--- src/rtl/tpu_cfu_bridge.sv ---
// ============================================================================
// tpu_cfu_bridge: CFU command initiator for the TPU funct-code interface.
// Revision: 1.0
// ============================================================================
`default_nettype none

module tpu_cfu_bridge #(
   parameter int C_ROWS       = 4,
   parameter int DONE_SETTLE  = 2,
   parameter int READ_WAIT    = 2,
   parameter int COMP_TIMEOUT = 4096
) (
   input  logic        clk,
   input  logic        rst_n,
   input  logic        cmd_valid,
   output logic        cmd_ready,
   input  logic [9:0]  cmd_function_id,
   input  logic [31:0] cmd_inputs_0,
   input  logic [31:0] cmd_inputs_1,
   output logic        rsp_valid,
   input  logic        rsp_ready,
   output logic [31:0] rsp_outputs_0,
   output logic [2:0]  tpu_funct,
   output logic [31:0] tpu_in0,
   output logic [31:0] tpu_in1,
   input  logic [15:0] tpu_c_idx,
   input  logic [31:0] tpu_cout
);

   typedef enum logic [2:0] {
      S_IDLE      = 3'd0,
      S_ISSUE     = 3'd1,
      S_WAIT_COMP = 3'd2,
      S_SETTLE    = 3'd3,
      S_WAIT_READ = 3'd4,
      S_RESP      = 3'd5
   } state_t;

   localparam logic [2:0]  OP_STATUS = 3'd0;
   localparam logic [2:0]  OP_CFG    = 3'd1;
   localparam logic [2:0]  OP_LOAD   = 3'd2;
   localparam logic [2:0]  OP_READ   = 3'd3;
   localparam logic [2:0]  OP_CLEAR  = 3'd4;
   localparam logic [2:0]  OP_COMP   = 3'd6;
   localparam logic [15:0] LAST_ROW  = 16'(C_ROWS - 1);

   state_t      state_q;
   logic [2:0]  op_q;
   logic        cmd_ready_q;
   logic        rsp_valid_q;
   logic [31:0] rsp_data_q;
   logic [2:0]  funct_q;
   logic [31:0] in0_q;
   logic [31:0] in1_q;
   logic [15:0] cyc_q;
   logic [15:0] cnt_q;
   logic        armed_q;

   logic [15:0] cyc_d;
   logic        done_d;
   logic        timeout_d;
   logic        settle_end_d;
   logic        read_end_d;
   logic        pulse_op_d;
   logic        unused_fid;

   // Only the low three bits carry the op; the rest of the function id is don't-care.
   assign unused_fid = ^cmd_function_id[9:3];

   assign cyc_d        = (cyc_q == 16'hFFFF) ? cyc_q : cyc_q + 16'd1;
   assign done_d       = armed_q && (tpu_c_idx == LAST_ROW);
   assign timeout_d    = 32'(cyc_d) >= 32'(COMP_TIMEOUT);
   assign settle_end_d = (32'(cnt_q) + 32'd1) >= 32'(DONE_SETTLE);
   assign read_end_d   = (32'(cnt_q) + 32'd1) >= 32'(READ_WAIT);

   always_comb begin
      pulse_op_d = 1'b0;
      case (cmd_function_id[2:0])
         OP_CFG, OP_LOAD, OP_READ, OP_CLEAR, OP_COMP: pulse_op_d = 1'b1;
         default:                                     pulse_op_d = 1'b0;
      endcase
   end

   always_ff @(posedge clk) begin
      if (!rst_n) begin
         state_q     <= S_IDLE;
         op_q        <= 3'd0;
         cmd_ready_q <= 1'b1;
         rsp_valid_q <= 1'b0;
         rsp_data_q  <= 32'd0;
         funct_q     <= 3'd0;
         in0_q       <= 32'd0;
         in1_q       <= 32'd0;
         cyc_q       <= 16'd0;
         cnt_q       <= 16'd0;
         armed_q     <= 1'b0;
      end else begin
         // The funct pulse lasts exactly the ISSUE cycle.
         funct_q <= 3'd0;
         case (state_q)
            S_IDLE: begin
               if (cmd_valid) begin
                  op_q        <= cmd_function_id[2:0];
                  in0_q       <= cmd_inputs_0;
                  in1_q       <= cmd_inputs_1;
                  funct_q     <= pulse_op_d ? cmd_function_id[2:0] : 3'd0;
                  cmd_ready_q <= 1'b0;
                  cyc_q       <= 16'd0;
                  cnt_q       <= 16'd0;
                  state_q     <= S_ISSUE;
               end
            end
            S_ISSUE: begin
               cyc_q   <= cyc_d;
               armed_q <= (tpu_c_idx != LAST_ROW);
               case (op_q)
                  OP_CFG, OP_LOAD, OP_CLEAR: begin
                     rsp_valid_q <= 1'b1;
                     rsp_data_q  <= 32'd0;
                     state_q     <= S_RESP;
                  end
                  OP_COMP:  state_q <= S_WAIT_COMP;
                  OP_READ:  state_q <= S_WAIT_READ;
                  OP_STATUS: begin
                     rsp_valid_q <= 1'b1;
                     rsp_data_q  <= {16'd0, tpu_c_idx};
                     state_q     <= S_RESP;
                  end
                  default: begin
                     rsp_valid_q <= 1'b1;
                     rsp_data_q  <= 32'hDEAD_BEEF;
                     state_q     <= S_RESP;
                  end
               endcase
            end
            S_WAIT_COMP: begin
               cyc_q <= cyc_d;
               if (done_d) begin
                  cnt_q <= 16'd0;
                  if (DONE_SETTLE == 0) begin
                     rsp_valid_q <= 1'b1;
                     rsp_data_q  <= {16'd0, cyc_d};
                     state_q     <= S_RESP;
                  end else begin
                     state_q <= S_SETTLE;
                  end
               end else if (timeout_d) begin
                  rsp_valid_q <= 1'b1;
                  rsp_data_q  <= {1'b1, 15'd0, cyc_d};
                  state_q     <= S_RESP;
               end else if (tpu_c_idx != LAST_ROW) begin
                  armed_q <= 1'b1;
               end
            end
            S_SETTLE: begin
               cyc_q <= cyc_d;
               if (settle_end_d) begin
                  rsp_valid_q <= 1'b1;
                  rsp_data_q  <= {16'd0, cyc_d};
                  state_q     <= S_RESP;
               end else begin
                  cnt_q <= cnt_q + 16'd1;
               end
            end
            S_WAIT_READ: begin
               if (read_end_d) begin
                  rsp_valid_q <= 1'b1;
                  rsp_data_q  <= tpu_cout;
                  state_q     <= S_RESP;
               end else begin
                  cnt_q <= cnt_q + 16'd1;
               end
            end
            S_RESP: begin
               if (rsp_ready) begin
                  rsp_valid_q <= 1'b0;
                  cmd_ready_q <= 1'b1;
                  state_q     <= S_IDLE;
               end
            end
            default: begin
               rsp_valid_q <= 1'b0;
               cmd_ready_q <= 1'b1;
               state_q     <= S_IDLE;
            end
         endcase
      end
   end

   assign cmd_ready     = cmd_ready_q;
   assign rsp_valid     = rsp_valid_q;
   assign rsp_outputs_0 = rsp_data_q;
   assign tpu_funct     = funct_q;
   assign tpu_in0       = in0_q;
   assign tpu_in1       = in1_q;

endmodule

`default_nettype wire

--- config.mk ---
export PLATFORM = sky130hd
export DESIGN_NAME = tpu_cfu_bridge
export DESIGN_NICKNAME = d
export VERILOG_FILES = /design/src/rtl/tpu_cfu_bridge.sv
export SDC_FILE = /design/constraint.sdc
export NUM_CORES = 1
export LEC_CHECK = 0
export CORE_MARGIN = 2
export CORE_UTILIZATION = 45
export CTS_CLUSTER_DIAMETER = 50
export DETAILED_ROUTE_END_ITERATION = 8
export PLACE_DENSITY = 0.81
export SETUP_SLACK_MARGIN = 0.5
export SYNTH_ARGS = -nofsm -noshare
export SYNTH_HDL_FRONTEND = slang
export SYNTH_SLANG_ARGS = --single-unit
--- constraint.sdc ---
create_clock -name clk -period 3.78 [get_ports clk]
set_input_delay 0.756 -clock clk [delete_from_list [all_inputs] [get_ports clk]]
set_output_delay 0.756 -clock clk [all_outputs]
set_load 0.005 [all_outputs]
==> results of run 1 <==
==> final timing paths <==
path                                  start           endpoint  slack [ns]  cells after the start
worst min register to register  tpu_in0[18]        tpu_in0[18]        0.45                      2
worst min-delay path            tpu_in0[18]        tpu_in0[18]        0.45                      2
worst max register to register     cyc_q[0]  rsp_outputs_0[19]        0.69                      9
worst max-delay path               cyc_q[0]  rsp_outputs_0[19]        0.69                      9
==> per-stage QoR <==
stage / util (%) / cell area [um^2]
final: 68.44 / 9135
after global placement: 63.78 / 8513
after floorplan: - / 6205
after CTS: 68.34 / 9121
after detailed placement: 63.78 / 8513
after global routing: 68.44 / 9135
==> layout by cell type, fill, tap and decap left out, types with 4 or more instances in the layout <==
cell             instances
clkdlybuf4s50_1        218
nand2_1                179
dfxtp_1                140
a21oi_1                 95
o21ai_0                 35
nor2_1                  33
and2_1                  20
o221a_2                 20
nand3_1                 18
clkbuf_16               17
and3_1                  13
mux2i_1                 13
nor3_1                  11
xnor2_1                 10
buf_4                   10
nor4_1                   8
a22oi_1                  7
a221o_1                  7
inv_1                    6
xor2_1                   6
o221a_1                  6
nor2b_1                  5
nand4_1                  5
or2_2                    4
==> tightest hold or removal path, delay by kind of cell (launching register included) <==
| family | cells | cell delay, ns |
|---|---|---|
| flip-flops | 1 | 0.30 |
| AO/OA/AOI/OAI | 1 | 0.05 |
| AND/OR/NAND/NOR | 1 | 0.05 |
==> routing by layer <==
| metal | vias to the layer above | global-route usage [%] | routed length [um] |
|---|---|---|---|
| met4 | 0 | 8.621 | 303 |
| met2 | 229 | 35.53 | 7703 |
| met3 | 22 | 10.90 | 1791 |
| met1 | 2781 | 29.08 | 7469 |
| li1 | 3056 | - | - |
| met5 | - | 0 | 0 |
==> cell families (layout without fill, tap and decap cells) <==
kind of cell | after synthesis | after routing | share of synthesized area [%]
simple gates | 320 | 320 | 23.71
compound gates | 200 | 200 | 21.25
flops | 140 | 140 | 45.17
buf+inv | 63 | 270 | 4.134
xor+xnor | 16 | 16 | 2.258
mux | 16 | 16 | 2.702
fa+ha+maj | 4 | 4 | 0.7664
==> state kept, by name, summed over array words and instances, names as in the netlist <==
signal,cells
rsp_valid,1
tpu_in0,32
op_q,3
tpu_in1,32
state_q,3
armed_q,1
tpu_funct,3
rsp_outputs_0,32
cnt_q,16
cmd_ready,1
cyc_q,16
==> power by group through the flow <==
stage	combinational (mW)	sequential [mW]	clock, mW
2_1_floorplan	1.10	1.96	0
3_3_place_gp	1.96	1.99	0
5_1_grt	2.17	2.01	1.81
6_report	1.98	1.98	1.72
4_1_cts	1.98	1.98	1.75
3_5_place_dp	1.97	2.01	0
==> layout make-up <==
type,instances,area [um^2]
Fill cell,1116,4213
Multi-Input combinational cell,556,3176
Sequential cell,140,2803
Timing Repair Buffer,231,2302
Clock buffer,19,442.9
Tap cell,176,220.2
Clock inverter,13,165.2
Inverter,7,26.28
==> impl_metrics.json, run 1 <==
{
  "fin_setup_tns_ns": 0,
  "track_usage_pct": 23.44,
  "p_int_mw": 3.857,
  "grt_max_degree": 70,
  "hold_ws_ns": 0.4508,
  "period_minus_slack_ns": 3.085,
  "synth.net_count": 888,
  "finClkSkew_ns": 0.009270,
  "synth.most_common_cell": "nand2_1",
  "start_util_pct": 46.48,
  "ctsHoldBuffers": 0,
  "synth-async-reset-ratio_pct": 0,
  "n_antenna_cell": 0,
  "drt-initial-drc-count": 377,
  "ys_types": 60,
  "wl_per_cell_um": 15.12,
  "fp.dieH_um": 121.4,
  "p_leak_nw": 3.398,
  "final_max_slew_viol_count": 0,
  "ys_top_cells_by_count": "179 x nand2_1, 140 x dfxtp_1, 95 x a21oi_1, 48 x clkbuf_1, 35 x o21ai_0",
  "path_delay_family": "compound AO/OA/AOI/OAI gates",
  "start_kind": "flop",
  "yosysWarnings": 0,
  "hold_viol_final": 0,
  "p_per_area_mw_per_mm2": 620.8,
  "seq_power_share_pct": 34.8,
  "die_area_mm2": 0.01474,
  "max_stage_delay_ns": 0.57,
  "cp_max_fo": 29,
  "place_ws_ns": 0.6373,
  "syn_inst": 759,
  "vdd_drop_max_uv": 355.7,
  "clock_path_buffers": 2,
  "clkPwrFrac_pct": 30.3,
  "yosysTopAreaCell": "dfxtp_1",
  "tightest_slew_ns": 0.8510,
  "setup_slack_ns": 0.6949,
  "drv_cap": 0,
  "end_kind": "flop",
  "vias_per_cell": 5.331,
  "cts_tree": "done",
  "layout-drive-gt1-share_pct": 8.799,
  "synth-main-ff-cell": "dfxtp_1",
  "port_buffers": 219,
  "cp.required_ns": 4.09,
  "die_w_um": 121.4,
  "worst-endpoint-arrival_ns": 3.40,
  "syn2layout_area_growth_pct": 47.23,
  "yosys.area.top_type_share_pct": 45.17,
  "worst-path-buf-inv": 1,
  "p_sw_share_pct": 31.99,
  "max_slew_margin_pct": 43.19,
  "fin_nets": 1082,
  "clkTransAtPathRegs_ns": 0.06,
  "cp_cell_sequence": "ha_1 -> nand3_2 -> or4_4 -> mux2_4 -> o41ai_2 -> a21bo_2 -> a21oi_2 -> buf_4 -> o221a_2",
  "globalplace.congestion": 0.8520,
  "cts-htree-levels": 4,
  "antenna_found_initial": 0,
  "via_count": 6088,
  "post_cts_buffers": 0,
  "post_cts_resized": 0,
  "share_comb_of_total_power_pct": 34.9,
  "clock-sinks": 140,
  "synthTopCellsByArea": "dfxtp_1 45%, nand2_1 11%, a21oi_1 7.7%, o221a_2 3.6%, clkbuf_1 2.9%",
  "run_status": "complete, no violations",
  "final-setup-viol-count": 0,
  "cts-root-buf": "clkbuf_16",
  "power.net_switching_mw": 1.814,
  "critPathKind": "flop to flop",
  "rsz0062_at_grt": "no",
  "synth-seq-area-share_pct": 45.17,
  "fp.coreArea_mm2": 0.01335,
  "fp-row-count": 42,
  "hpwl_mm": 11.83,
  "synth_edf_count": 0,
  "ant_nets": 0,
  "ios": 227,
  "p_total_mw": 5.671,
  "grt_pass1_vias": 5582,
  "dp.cells": 1110,
  "synth.avg_cell_area_um2": 8.175,
  "worst_path_max_delay_cell": "or4_4",
  "synth-seq-cells": 140,
  "clock_latency_ns": 0.43,
  "final_cells": 1142,
  "cts_buffers": 17,
  "synth_area_mm2": 0.006205,
  "overflow": 0,
  "drc_errors": 0,
  "holdCritPathClass": "flop to flop",
  "routed_wirelength_mm": 17.27,
  "period_share_pct": 81.62,
  "max_freq_mhz": 324.1,
  "grt_pass1_wl_mm": 27.42,
  "drt_first_pass_iters": 4
}
No activity file was read; power rests on OpenSTA's default activity.
==> inputs of run 2 (changes only) <==
- CORE_UTILIZATION: 45 -> 41
- PLACE_DENSITY: 0.81 -> 0.78
- clock period: 3.78 -> 2.6 ns (I/O delays scaled with it)
==> run 2 against run 1 <==
Net effect:
- routed wire length grew 19%
- non-clock buffer count grew 101
- sequential power up 42%
- sequential cell count unchanged
- sequential share of layout area shrank 3.4 points
- critical path depth up 2
- worst hold slack got worse by 0.014 ns
- highest routed layer unchanged
==> impl_metrics.json, run 2 (synthesized netlist as in run 1, its figures left out) <==
{
  "dpl-instance-area_mm2": 0.009156,
  "cp.required_ns": 2.91,
  "final_common_cell": "clkdlybuf4s50_1",
  "drc_errors": 0,
  "overflow": 0,
  "clkTransAtPathRegs_ns": 0.06,
  "cts-root-buf": "clkbuf_16",
  "track_usage_pct": 24.76,
  "p_sw_share_pct": 31.83,
  "die_area_mm2": 0.01613,
  "p_int_mw": 6.338,
  "critPathKind": "flop to flop",
  "ctsHoldBuffers": 0,
  "ant_nets": 0,
  "share_comb_of_total_power_pct": 40.7,
  "grt_pass1_vias": 6539,
  "max_slew_margin_pct": 47.88,
  "layout-drive-gt1-share_pct": 20.77,
  "final_cell_area_mm2": 0.01037,
  "tightest_slew_ns": 0.7766,
  "syn2layout_area_growth_pct": 67.13,
  "setup_slack_ns": 0.02218,
  "max_freq_mhz": 387.9,
  "final-setup-viol-count": 0,
  "vdd_drop_max_uv": 636.4,
  "hold_viol_final": 0,
  "run_status": "complete, no violations",
  "cts_buffers": 17,
  "end_kind": "flop",
  "drt-initial-drc-count": 380,
  "fp-row-count": 44,
  "power.net_switching_mw": 2.960,
  "drv_cap": 0,
  "p_leak_nw": 4.047,
  "fin_nets": 1185,
  "cts-htree-levels": 4,
  "via_count": 6697,
  "die_w_um": 127.0,
  "n_antenna_cell": 0,
  "cts_tree": "done",
  "holdCritPathClass": "input pin to flop",
  "fp.coreArea_mm2": 0.01464,
  "port_buffers": 219,
  "fp.dieH_um": 127.0,
  "start_util_pct": 42.37,
  "routed_wirelength_mm": 20.52,
  "globalplace.congestion": 0.8336,
  "wl_per_cell_um": 16.38,
  "drt_first_pass_iters": 4,
  "antenna_found_initial": 0,
  "cp_max_fo": 12,
  "ios": 227,
  "layout_common_cells": "218 x clkdlybuf4s50_1, 178 x nand2_1, 131 x dfxtp_1",
  "fin_util_pct": 70.81,
  "n_fill_cell": 1100,
  "hp-start": "rst_n",
  "finClkSkew_ns": 0.007471,
  "worst-endpoint-arrival_ns": 2.89,
  "start_kind": "flop",
  "grt_max_degree": 45,
  "period_minus_slack_ns": 2.578,
  "clock-sinks": 140,
  "seq_power_share_pct": 30.3,
  "grt_pass1_wl_mm": 32.20,
  "fin_setup_tns_ns": 0,
  "clock_path_buffers": 2,
  "vias_per_cell": 5.345,
  "clock_latency_ns": 0.42,
  "reg2reg_from": "cyc_q[1]",
  "cp-startpoint": "cyc_q[1]",
  "clkPwrFrac_pct": 29.0,
  "hpwl_mm": 13.23,
  "place_ws_ns": -0.4963,
  "p_per_area_mw_per_mm2": 896.7,
  "period_share_pct": 99.15,
  "final_max_slew_viol_count": 0,
  "rsz0062_at_grt": "yes"
}
-- run 2: through the flow --
step / hold slack [ns] / instances / total power, mW
3_5_place_dp: 0.4470 / 1195 / 6.071
4_1_cts: 0.4112 / 1247 / 9.203
2_1_floorplan: 0.4511 / 759 / 4.480
5_1_grt: 0.4207 / 1253 / 9.781
3_3_place_gp: 0.4403 / 1195 / 6.024
6_report: 0.4373 / 1253 / 9.298
-- run 2: power by group through the flow --
stage | sequential (mW) | combinational, mW | clock, mW
finish | 2.82 | 3.78 | 2.70
detailed placement | 2.85 | 3.22 | 0
global route | 2.87 | 4.09 | 2.82
CTS | 2.82 | 3.65 | 2.73
floorplan | 2.85 | 1.63 | 0
global placement | 2.83 | 3.19 | 0
-- run 2: final timing paths --
check | depth (start not counted) | endpoint | slack [ns]
worst max-delay path | 11 | rsp_outputs_0[27] | 0.02
worst min-delay path | 2 | state_q[2] | 0.44
worst max register to register | 11 | rsp_outputs_0[27] | 0.02
worst min register to register | 2 | tpu_in0[19] | 0.45
-- run 2: layout make-up --
cell class	instances	area [um^2]	share of cell area [%]
Sequential cell	140	2824	27.23
Tap cell	184	230.2	2.220
Clock inverter	9	185.2	1.786
Multi-Input combinational cell	558	3475	33.51
Clock buffer	23	467.9	4.513
Inverter	7	26.28	0.2534
Timing Repair Buffer	332	3162	30.49
-- run 2: what timing repair did --
action | CTS | global route
gates resized for setup | 34 | 39
setup endpoints to repair | 62 | 63
pin swaps | 11 | 9
gates cloned | 3 | 0
buffers inserted | 17 | 6
-- run 2: layer usage --
| metal | part of all wire, % | track usage, % |
|---|---|---|
| met3 | 9.5 | 8.710 |
| met5 | 0 | 0 |
| met1 | 42 | 29.98 |
| met2 | 46 | 40.42 |
| met4 | 2.6 | 9.890 |
-- run 2: critical path: stages, from the launching register on --
cell	delay [ns]
dfxtp_4	0.36
buf_6	0.11
nand4_1	0.18
buf_4	0.21
nor3_2	0.16
and4_4	0.30
o41ai_4	0.09
a21bo_2	0.22
buf_4	0.16
a41o_4	0.28
buf_12	0.15
o221a_2	0.25
==> inputs of run 3 (changes only) <==
- CAP_MARGIN: default -> 5
- CORE_UTILIZATION: 41 -> 42
- CTS_BUF_LIST: default -> sky130_fd_sc_hd__clkbuf_4
- PLACE_DENSITY: 0.78 -> 0.79
==> run 3 against run 2 <==
Net effect:
- clock power down 47%
- global-route usage down 1.2 points
- via count down 3.7%
- power down 17%
- critical path depth down 2
- non-clock buffer count down 45
- maximum frequency up 0.74%
- setup slack better by 0.019 ns
- sequential power about the same
- clock skew up 0.018 ns
- highest routed layer unchanged
==> impl_metrics.json, run 3 (synthesized netlist as in run 1, its figures left out) <==
{
  "worst-endpoint-arrival_ns": 3.04,
  "clock_path_buffers": 2,
  "fin_nets": 1138,
  "cp.required_ns": 3.08,
  "critPathKind": "flop to flop",
  "final_max_slew_viol_count": 0,
  "ant_nets": 0,
  "worst-path-buf-inv": 1,
  "place_ws_ns": -0.1390,
  "grt_pass1_vias": 6244,
  "hpwl_mm": 13.00,
  "p_leak_nw": 3.682,
  "fp.coreArea_mm2": 0.01448,
  "start_kind": "flop",
  "final_common_cell": "clkdlybuf4s50_1",
  "layout_common_cells": "218 x clkdlybuf4s50_1, 178 x nand2_1, 129 x dfxtp_1",
  "clkTransAtPathRegs_ns": 0.13,
  "vdd_drop_max_uv": 408.3,
  "drc_errors": 0,
  "die_w_um": 125.5,
  "cts-root-buf": "clkbuf_4",
  "clock-sinks": 140,
  "globalplace.congestion": 0.8590,
  "max_freq_mhz": 390.8,
  "routed_wirelength_mm": 19.29,
  "track_usage_pct": 23.54,
  "cts_buffers": 17,
  "via_count": 6449,
  "port_buffers": 219,
  "cts_tree": "done",
  "antenna_found_initial": 1,
  "hold_viol_final": 0,
  "grt_max_degree": 70,
  "fp.dieH_um": 125.5,
  "period_minus_slack_ns": 2.559,
  "ios": 227,
  "tightest_slew_ns": 0.9287,
  "reg2reg_slack_ns": 0.04,
  "run_status": "complete, no violations",
  "syn2layout_area_growth_pct": 55.82,
  "cts-htree-levels": 4,
  "n_fill_cell": 1158,
  "max_slew_margin_pct": 37.75,
  "p_per_area_mw_per_mm2": 796.1,
  "p_total_mw": 7.697,
  "layout-drive-gt1-share_pct": 19.37,
  "multi_input_area_mm2": 0.003472,
  "grt_pass1_wl_mm": 30.25,
  "period_share_pct": 98.42,
  "ctsHoldBuffers": 0,
  "fp-row-count": 44,
  "drt-initial-drc-count": 335,
  "clock_latency_ns": 0.57,
  "final-setup-viol-count": 0,
  "cp_cell_sequence": "ha_4 -> nand3_4 -> or4_4 -> mux2_4 -> o41ai_2 -> a21bo_2 -> a21oi_4 -> clkbuf_16 -> o221a_2",
  "dp.cells": 1157,
  "drv_cap": 0,
  "worst_path_max_delay_cell": "or4_4",
  "end_kind": "flop",
  "drt_first_pass_iters": 7,
  "final_cells": 1207,
  "vias_per_cell": 5.343,
  "die_area_mm2": 0.01576,
  "finClkSkew_ns": 0.02517,
  "overflow": 0,
  "start_util_pct": 42.85,
  "seq_area_mm2": 0.002824,
  "max_stage_delay_ns": 0.56,
  "setup_slack_ns": 0.04118,
  "hold_ws_ns": 0.4611,
  "wl_per_cell_um": 15.98,
  "holdCritPathClass": "flop to flop",
  "path_delay_family": "compound AO/OA/AOI/OAI gates",
  "cp_max_fo": 14,
  "rsz0062_at_grt": "yes"
}
[run 3: changes by cell type in the layout (fill, tap and decap cells not counted), moves of 4 or more]
cell       change
and2_4        +10
buf_6          -4
buf_4         -43
inv_6          +4
and2_1        -10
clkbuf_1       -4
o21ai_1        +5
o21ai_0        -7
clkbuf_4      +19
clkbuf_16     -16
[run 3: routing by layer]
metal / track usage, % / vias to the layer above / share of wire, %
li1: - / 3172 / -
met1: 28.16 / 2986 / 42
met2: 38.00 / 257 / 46
met3: 9.927 / 34 / 9.6
met4: 8.301 / 0 / 2.2
met5: 0 / - / 0
[run 3: layout make-up]
cell class,count,area share (%)
Inverter,7,0.2718
Tap cell,184,2.381
Clock buffer,19,1.475
Multi-Input combinational cell,556,35.91
Antenna cell,1,0.02588
Timing Repair Buffer,287,29.29
Sequential cell,140,29.21
Clock inverter,13,1.437
[run 3: timing repair]
item,4_1_cts,5_1_grt
endpoints found under the setup margin,68,66
setup buffers,10,6
hold endpoints to repair,0,0
gates resized for setup,22,67
pin swaps,6,11
cloned,0,1
[run 3: report_power, final]
part | total, mW | internal, mW | leakage [nW] | switching, mW
combinational | 3.41 | 1.81 | 2.38 | 1.60
sequential | 2.85 | 2.57 | 1.15 | 0.281
clock | 1.44 | 0.598 | 0.152 | 0.843
[run 3: final timing paths]
| kind | depth (start not counted) | to | from |
|---|---|---|---|
| setup / recovery | 9 | rsp_outputs_0[28] | cyc_q[1] |
| hold / removal | 2 | tpu_in0[25] | tpu_in0[25] |
| hold reg to reg | 2 | tpu_in0[25] | tpu_in0[25] |
| setup reg to reg | 9 | rsp_outputs_0[28] | cyc_q[1] |
[run 3: through the flow]
stage          TNS (ns)  instance area [um^2]  utilization [%]
5_1_grt         -0.7730                  9668            66.77
3_5_place_dp     -3.854                  8896            61.44
6_report              0                  9668            66.77
3_3_place_gp     -5.211                  8896            61.44
4_1_cts               0                  9334            64.47
2_1_floorplan   -0.1792                  6275                -
[run 3: worst reg2reg max path, cell delays in order, from the launching register on]
cell,delay (ns)
dfxtp_4,0.39
ha_4,0.15
nand3_4,0.08
or4_4,0.56
mux2_4,0.33
o41ai_2,0.20
a21bo_2,0.25
a21oi_4,0.06
clkbuf_16,0.18
o221a_2,0.27
